<file path="config.mk">
export PLATFORM = sky130hd
export DESIGN_NAME = sm_1118_spm_scheduler
export DESIGN_NICKNAME = d
export VERILOG_FILES = /design/src/rtl/sm_1118_pkg.sv /design/src/rtl/sm_1118_slot_picker.sv /design/src/rtl/sm_1118_spm_scheduler.sv
export SDC_FILE = /design/constraint.sdc
export NUM_CORES = 1
export LEC_CHECK = 0
export BUFFER_PORTS_ARGS = -buffer_cell sky130_fd_sc_hd__clkbuf_2
export CORE_ASPECT_RATIO = 1.5
export CORE_MARGIN = 3
export CORE_UTILIZATION = 60
export DETAILED_ROUTE_END_ITERATION = 7
export GPL_TIMING_DRIVEN = 0
export PLACE_DENSITY = 0.84
export SLEW_MARGIN = 20
export SYNTH_ARGS = -nofsm -noshare
export SYNTH_HDL_FRONTEND = slang
export SYNTH_SLANG_ARGS = --single-unit
</file>
<file path="constraint.sdc">
create_clock -name clk_50m -period 4.7 [get_ports clk_50m]
set_input_delay 0.94 -clock clk_50m [delete_from_list [all_inputs] [get_ports clk_50m]]
set_output_delay 0.94 -clock clk_50m [all_outputs]
set_load 0.02 [all_outputs]
</file>
<file path="src/rtl/sm_1118_pkg.sv">
// Shared definitions for the SPM scheduler: color codes, FSM state
// encoding and default sizing.
package sm_1118_pkg;

  // Default number of supply-position slots (indexed 1..NUM_SLOTS).
  localparam int NUM_SLOTS_DEF = 7;
  // Default width of slot index buses; 2**IDX_W must exceed NUM_SLOTS.
  localparam int IDX_W_DEF     = 4;

  // Color codes as streamed by the receiver. The numeric order R < B < G
  // is also the service order when color priority is enabled.
  localparam logic [1:0] COLOR_NONE = 2'd0;
  localparam logic [1:0] COLOR_R    = 2'd1;
  localparam logic [1:0] COLOR_B    = 2'd2;
  localparam logic [1:0] COLOR_G    = 2'd3;

  // Scheduler FSM states.
  typedef enum logic [2:0] {
    COLLECT   = 3'd0,
    SELECT    = 3'd1,
    OFFER     = 3'd2,
    WAIT_DONE = 3'd3,
    DONE      = 3'd4
  } state_t;

endpackage : sm_1118_pkg

</file>
<file path="src/rtl/sm_1118_slot_picker.sv">
// Combinational next-slot finder: returns the first slot that holds a
// color and has not yet been served.
// Build option SM_1118_COLOR_PRIORITY_EN: when defined, all R slots are
// returned first (ascending index), then all B, then all G. When not
// defined, slots are returned in plain ascending order.
module sm_1118_slot_picker
  import sm_1118_pkg::*;
#(
  parameter int NUM_SLOTS = NUM_SLOTS_DEF,
  parameter int IDX_W     = IDX_W_DEF
) (
  input  logic [NUM_SLOTS-1:0][1:0] colors_i,  // entry i holds slot i+1
  input  logic [NUM_SLOTS-1:0]      served_i,  // bit i set once slot i+1 completed
  output logic                      found_o,
  output logic [IDX_W-1:0]          slot_o,
  output logic [1:0]                color_o
);

  // Priority search; the hit flag freezes the first match found.
  always_comb begin
    logic hit;
    hit     = 1'b0;
    slot_o  = '0;
    color_o = COLOR_NONE;
`ifdef SM_1118_COLOR_PRIORITY_EN
    // Outer pass walks the color codes R, B, G in that order.
    for (int p = 1; p <= 3; p++) begin
      for (int i = 0; i < NUM_SLOTS; i++) begin
        if (!hit && !served_i[i] && (colors_i[i] == 2'(p))) begin
          hit     = 1'b1;
          slot_o  = IDX_W'(i + 1);
          color_o = colors_i[i];
        end
      end
    end
`else
    for (int i = 0; i < NUM_SLOTS; i++) begin
      if (!hit && !served_i[i] && (colors_i[i] != COLOR_NONE)) begin
        hit     = 1'b1;
        slot_o  = IDX_W'(i + 1);
        color_o = colors_i[i];
      end
    end
`endif
    found_o = hit;
  end

endmodule : sm_1118_slot_picker

</file>
<file path="src/rtl/sm_1118_spm_scheduler.sv">
// SPM scheduler: captures streamed (index, color) supply-position entries
// into a slot table, then offers each non-empty slot as a task over a
// valid/ready handshake and waits for a completion pulse before moving on.
// Build option SM_1118_COLOR_PRIORITY_EN (see sm_1118_slot_picker) changes
// only the order in which slots are chosen.
//
// Handshake: task_valid is registered and, once raised, holds together
// with task_slot/task_color unchanged until a cycle in which task_ready is
// also high; that cycle is the transfer, and task_valid is low from the
// next cycle. task_done is honoured only after the transfer cycle.
module sm_1118_spm_scheduler
  import sm_1118_pkg::*;
#(
  parameter int NUM_SLOTS = NUM_SLOTS_DEF,
  parameter int IDX_W     = IDX_W_DEF
) (
  input  logic             clk_50m,
  input  logic             rst_n,
  input  logic [IDX_W-1:0] rx_index,
  input  logic [1:0]       rx_color,
  input  logic             restart,
  input  logic             task_ready,
  input  logic             task_done,
  output logic             task_valid,
  output logic [IDX_W-1:0] task_slot,
  output logic [1:0]       task_color,
  output logic [IDX_W-1:0] served_count,
  output logic             all_done,
  output state_t           dbg_state_o
);

  state_t                   state_q;
  logic [NUM_SLOTS-1:0][1:0] colors_q;
  logic [NUM_SLOTS-1:0]      served_q;
  logic [IDX_W-1:0]          last_idx_q;
  logic                      task_valid_q;
  logic [IDX_W-1:0]          task_slot_q;
  logic [1:0]                task_color_q;
  logic [IDX_W-1:0]          served_count_q;
  logic                      all_done_q;

  logic                      pick_found;
  logic [IDX_W-1:0]          pick_slot;
  logic [1:0]                pick_color;
  logic                      capture;
  logic                      capture_last;

  // A new table entry: index in range and different from the previous one,
  // so an index held for several cycles is written only once.
  assign capture = (rx_index != '0) &&
                   (rx_index <= IDX_W'(NUM_SLOTS)) &&
                   (rx_index != last_idx_q);
  assign capture_last = capture && (rx_index == IDX_W'(NUM_SLOTS));

  sm_1118_slot_picker #(
    .NUM_SLOTS (NUM_SLOTS),
    .IDX_W     (IDX_W)
  ) u_picker (
    .colors_i (colors_q),
    .served_i (served_q),
    .found_o  (pick_found),
    .slot_o   (pick_slot),
    .color_o  (pick_color)
  );

  // Scheduler FSM with table, served bits and all outputs registered.
  always_ff @(posedge clk_50m) begin
    if (!rst_n || restart) begin
      state_q        <= COLLECT;
      colors_q       <= '0;
      served_q       <= '0;
      last_idx_q     <= '0;
      task_valid_q   <= 1'b0;
      task_slot_q    <= '0;
      task_color_q   <= COLOR_NONE;
      served_count_q <= '0;
      all_done_q     <= 1'b0;
    end else begin
      unique case (state_q)
        COLLECT: begin
          if (capture) begin
            for (int i = 0; i < NUM_SLOTS; i++) begin
              if (rx_index == IDX_W'(i + 1)) colors_q[i] <= rx_color;
            end
            last_idx_q <= rx_index;
            // The last slot index closes the message; unstreamed slots
            // (early terminator) simply stay at COLOR_NONE.
            if (capture_last) state_q <= SELECT;
          end
        end
        SELECT: begin
          if (pick_found) begin
            task_slot_q  <= pick_slot;
            task_color_q <= pick_color;
            task_valid_q <= 1'b1;
            state_q      <= OFFER;
          end else begin
            all_done_q <= 1'b1;
            state_q    <= DONE;
          end
        end
        OFFER: begin
          // task_valid_q is known high here, so task_ready alone completes
          // the transfer.
          if (task_ready) begin
            task_valid_q <= 1'b0;
            state_q      <= WAIT_DONE;
          end
        end
        WAIT_DONE: begin
          if (task_done) begin
            for (int i = 0; i < NUM_SLOTS; i++) begin
              if (task_slot_q == IDX_W'(i + 1)) served_q[i] <= 1'b1;
            end
            if (served_count_q < IDX_W'(NUM_SLOTS)) begin
              served_count_q <= served_count_q + IDX_W'(1);
            end
            state_q <= SELECT;
          end
        end
        DONE: begin
          all_done_q <= 1'b1;
        end
        default: begin
          state_q <= COLLECT;
        end
      endcase
    end
  end

  assign task_valid   = task_valid_q;
  assign task_slot    = task_slot_q;
  assign task_color   = task_color_q;
  assign served_count = served_count_q;
  assign all_done     = all_done_q;
  assign dbg_state_o  = state_q;

endmodule : sm_1118_spm_scheduler

</file>
==> metrics list <==
- The flow ran to the end, and the final reports show no timing, DRC or antenna violations.
- Counting the buffers created by CTS gives 5.
* EDFF count, synth: 0
- Number of distinct library cell variants in the gate-level netlist after synthesis: 49
- From synthesis to final layout, the design area changed by 12.6%.
- Measured along the x axis, the die boundary spans 53.4 µm.
- The total count of max-transition violations in the final report is 0.
- The critical path goes through clkbuf_2, or4_4, a311o_4, nor3_4, mux2i_1, nor2_1.
* Cell types with the largest area share after synthesis: sky130_fd_sc_hd__dfxtp_1 (39%), sky130_fd_sc_hd__nor2_1 (7.2%), sky130_fd_sc_hd__a21oi_1 (6.9%)
* Core Area: 3190 µm²
* Leakage power total: 0.836 nW
* Buffer cell driving the clock tree root: sky130_fd_sc_hd__clkbuf_8
* Syn_area_per_cell: 8.18 µm²
* Post-synth top cells: sky130_fd_sc_hd__dfxtp_1 (39), sky130_fd_sc_hd__nor2_1 (39), sky130_fd_sc_hd__a21oi_1 (28)
- Including well taps, the total number of placed cells is 311.
- For the worst setup path, the data arrival time is 2.55 ns.
- Via density: 5.95
- Fill cells in the final layout number 275.
- TritonCTS clock tree: yes
* Number of storage elements in the synthesis netlist: 39
- The floorplan step set the die height to 77.1 µm.
* Crit path capture type: register
- Initial antenna violation count: 0
- Clock skew after layout: 0.00793 ns
* Share of the synthesized area in the top cell type: 38.7%
- Crit path required time: 4.88 ns
- Dividing the final minimum period by the clock period gives 50.5%.
- Setup repair after global routing left no endpoint under its margin.
- Detailed placement finished with a half-perimeter wire length of 3470 µm.
- After clock tree synthesis, the clock-pin slew on the worst setup and hold paths is 0.08 ns.
- Largest net degree at the start of global routing: 13
- Highest clock rate: 421 MHz
- Counting every net in the synthesized netlist gives 259.
- The first global-routing pass estimated 8230 µm of wire.
- Detailed routing inserted a total of 1898 vias.
- Overall overflow remaining after global route: 0
- IO Pins: 26
- Class of the most critical hold timing path: register to register
* Final period demand of the worst path: 2.37 ns
- The initialized floorplan defines 25 standard-cell rows.
- Buffers inserted by post-CTS timing repair: 0
- Seq/Total Area, Yosys: 38.7%
* Starting Density: 63.3%
- The tool flagged a number of max-cap violations equal to 0.
- Setup violations remaining at the end of the flow were counted as 0.
- Of all flip-flops after synthesis, the portion carrying an async set or reset was 0%.
- Largest stage delay on the critical path: 0.47 ns
- Once the clock tree was built, the resizer swapped 0 gates to a different size.
- Power density cells: 266 nW/µm²
- Top flip-flop cell by instance count after synthesis: sky130_fd_sc_hd__dfxtp_1
- Final hold analysis gives a worst-case slack of 0.456 ns.
- The detailed router finished its first iteration with 57 violations.
- Antenna-violating nets left: 0
- Slew at the pin closest to its max-slew limit: 0.694 ns
* Global placement routability congestion: 0.915
- The first TritonRoute pass finished after 4 iterations.
- The total count of hold-check failures in the final report is 0.
- The die covers 4110 µm².
- Clk sink count: 39
- The number of hold buffers added after CTS was 0.
- Cell taking the most area after synthesis: sky130_fd_sc_hd__dfxtp_1
* Max-slew headroom: 53.4%
- Total number of H-tree levels: 2
- Global router's overall resource usage: 26.7%
- Setup TNS: 0 ns
- At the end of the flow, the number of nets in the layout was 290.
- Setup Crit Path Kind: primary input to register
- Buffers from clock root to sink, at most: 2
- Counting every instance in the synthesized netlist gives 247.
- Max IR drop VDD: 0.295 mV
* Detailed Route WL: 4760 µm
* Detailed-route DRC error count: 0
- CP max FO: 9
* Post-Layout Cell Count: 319
- Ant diodes: 0
- During placement, the flow inserted port buffers numbering 24.
* DR WL/cell: 14.9 µm
* Number of global-route vias before repair: 1860
* Count of warnings emitted by yosys: 0
- Clock latency on the worst-skew pair, taken at its later pin, is 0.29 ns.
- Launching element type of the critical path: primary input
* Cell area after synthesis: 2020 µm²
- Layout cell share with drive strength beyond 1: 16.5%
* Slowest cell on crit path: sky130_fd_sc_hd__or4_4
## power by group
group	internal, mW	switching [mW]
clock network	0.104	0.118
logic	0.0181	0.0315
registers	0.332	0.00217
## path summary, 6_finish.rpt
check,startpoint,endpoint,slack (ns),depth (start not counted)
hold reg to reg,all_done,all_done,0.46,2
setup / recovery,rx_index[3],colors_q[9],2.33,6
hold / removal,all_done,all_done,0.46,2
setup reg to reg,dbg_state_o[2],colors_q[9],2.61,5
## layout make-up
class	count	area (µm²)	area share, %
timing repair buffer	24	120	5.28
inverter	6	22.5	0.990
multi-input combinational	195	1170	51.7
tap	40	50.0	2.20
clock buffer	6	72.6	3.19
buffer	7	41.3	1.82
clock inverter	2	12.5	0.550
sequential	39	781	34.3
## state kept, by name (all words and copies together) (netlist names)
signal and cells:
served_count 4, task_slot 3, served_q 7, task_color 2, task_valid 1, last_idx_q 4, colors_q 14, dbg_state_o 3
all_done 1
## cell families (layout without fill, tap and decap cells)
| family | count (synthesis) | count (layout) | synth area share, % |
|---|---|---|---|
| compound gates | 83 | 83 | 26.5 |
| buf+inv | 13 | 45 | 3.16 |
| fa+ha+maj | 1 | 1 | 0.619 |
| simple gates | 101 | 101 | 26.6 |
| mux | 6 | 6 | 2.97 |
| flops | 39 | 39 | 38.7 |
| other cells | 1 | 1 | 0.186 |
| xor+xnor | 3 | 3 | 1.30 |
## layout by cell type (no fill, tap or decap), types with 3 or more instances in the layout
master / netlist / final
sky130_fd_sc_hd__o21bai_1: 5 / 5
sky130_fd_sc_hd__clkbuf_2: 0 / 24
sky130_fd_sc_hd__o22ai_1: 3 / 3
sky130_fd_sc_hd__a21oi_1: 28 / 28
sky130_fd_sc_hd__clkbuf_1: 4 / 5
sky130_fd_sc_hd__clkbuf_8: 0 / 5
sky130_fd_sc_hd__or2_2: 3 / 3
sky130_fd_sc_hd__nor2b_1: 8 / 8
sky130_fd_sc_hd__a211oi_1: 3 / 3
sky130_fd_sc_hd__dfxtp_1: 39 / 39
sky130_fd_sc_hd__nor3_1: 6 / 6
sky130_fd_sc_hd__nand2b_1: 11 / 11
sky130_fd_sc_hd__o31ai_1: 3 / 3
sky130_fd_sc_hd__nor2_1: 39 / 39
sky130_fd_sc_hd__a31oi_1: 4 / 4
sky130_fd_sc_hd__nand2_1: 12 / 12
sky130_fd_sc_hd__o21ba_2: 3 / 3
sky130_fd_sc_hd__mux2i_1: 6 / 6
sky130_fd_sc_hd__inv_1: 6 / 6
sky130_fd_sc_hd__o21ai_0: 18 / 18
sky130_fd_sc_hd__xnor2_1: 3 / 3
sky130_fd_sc_hd__nand3_1: 7 / 7
## critical path, delay by kind of cell
| family | cells | cell delay [ns] |
|---|---|---|
| buffers and inverters | 1 | 0.14 |
| AOI/OAI and AO/OA | 1 | 0.47 |
| muxes | 1 | 0.22 |
| and+or+nand+nor | 3 | 0.78 |
## metrics by stage
step	setup WS (ns)	instance area, µm²	utilization [%]	power (mW)
floorplan	2.32	2020	-	0.375
global placement	2.05	2190	68.6	0.390
detailed placement	2.01	2190	68.6	0.391
CTS	2.32	2270	71.3	0.608
global route	2.25	2270	71.3	0.628
finish	2.33	2270	71.3	0.606
## layer usage
metal	share of wire (%)	vias to the layer above	GRT usage, %	wire, µm
met4	2.7	0	14.6	127
met5	0	-	0	0
met2	53	33	44.2	2530
met3	2.8	11	5.05	135
li1	-	960	-	-
met1	41	894	30.8	1970
Note: power is estimated with default switching activity, not from simulation.
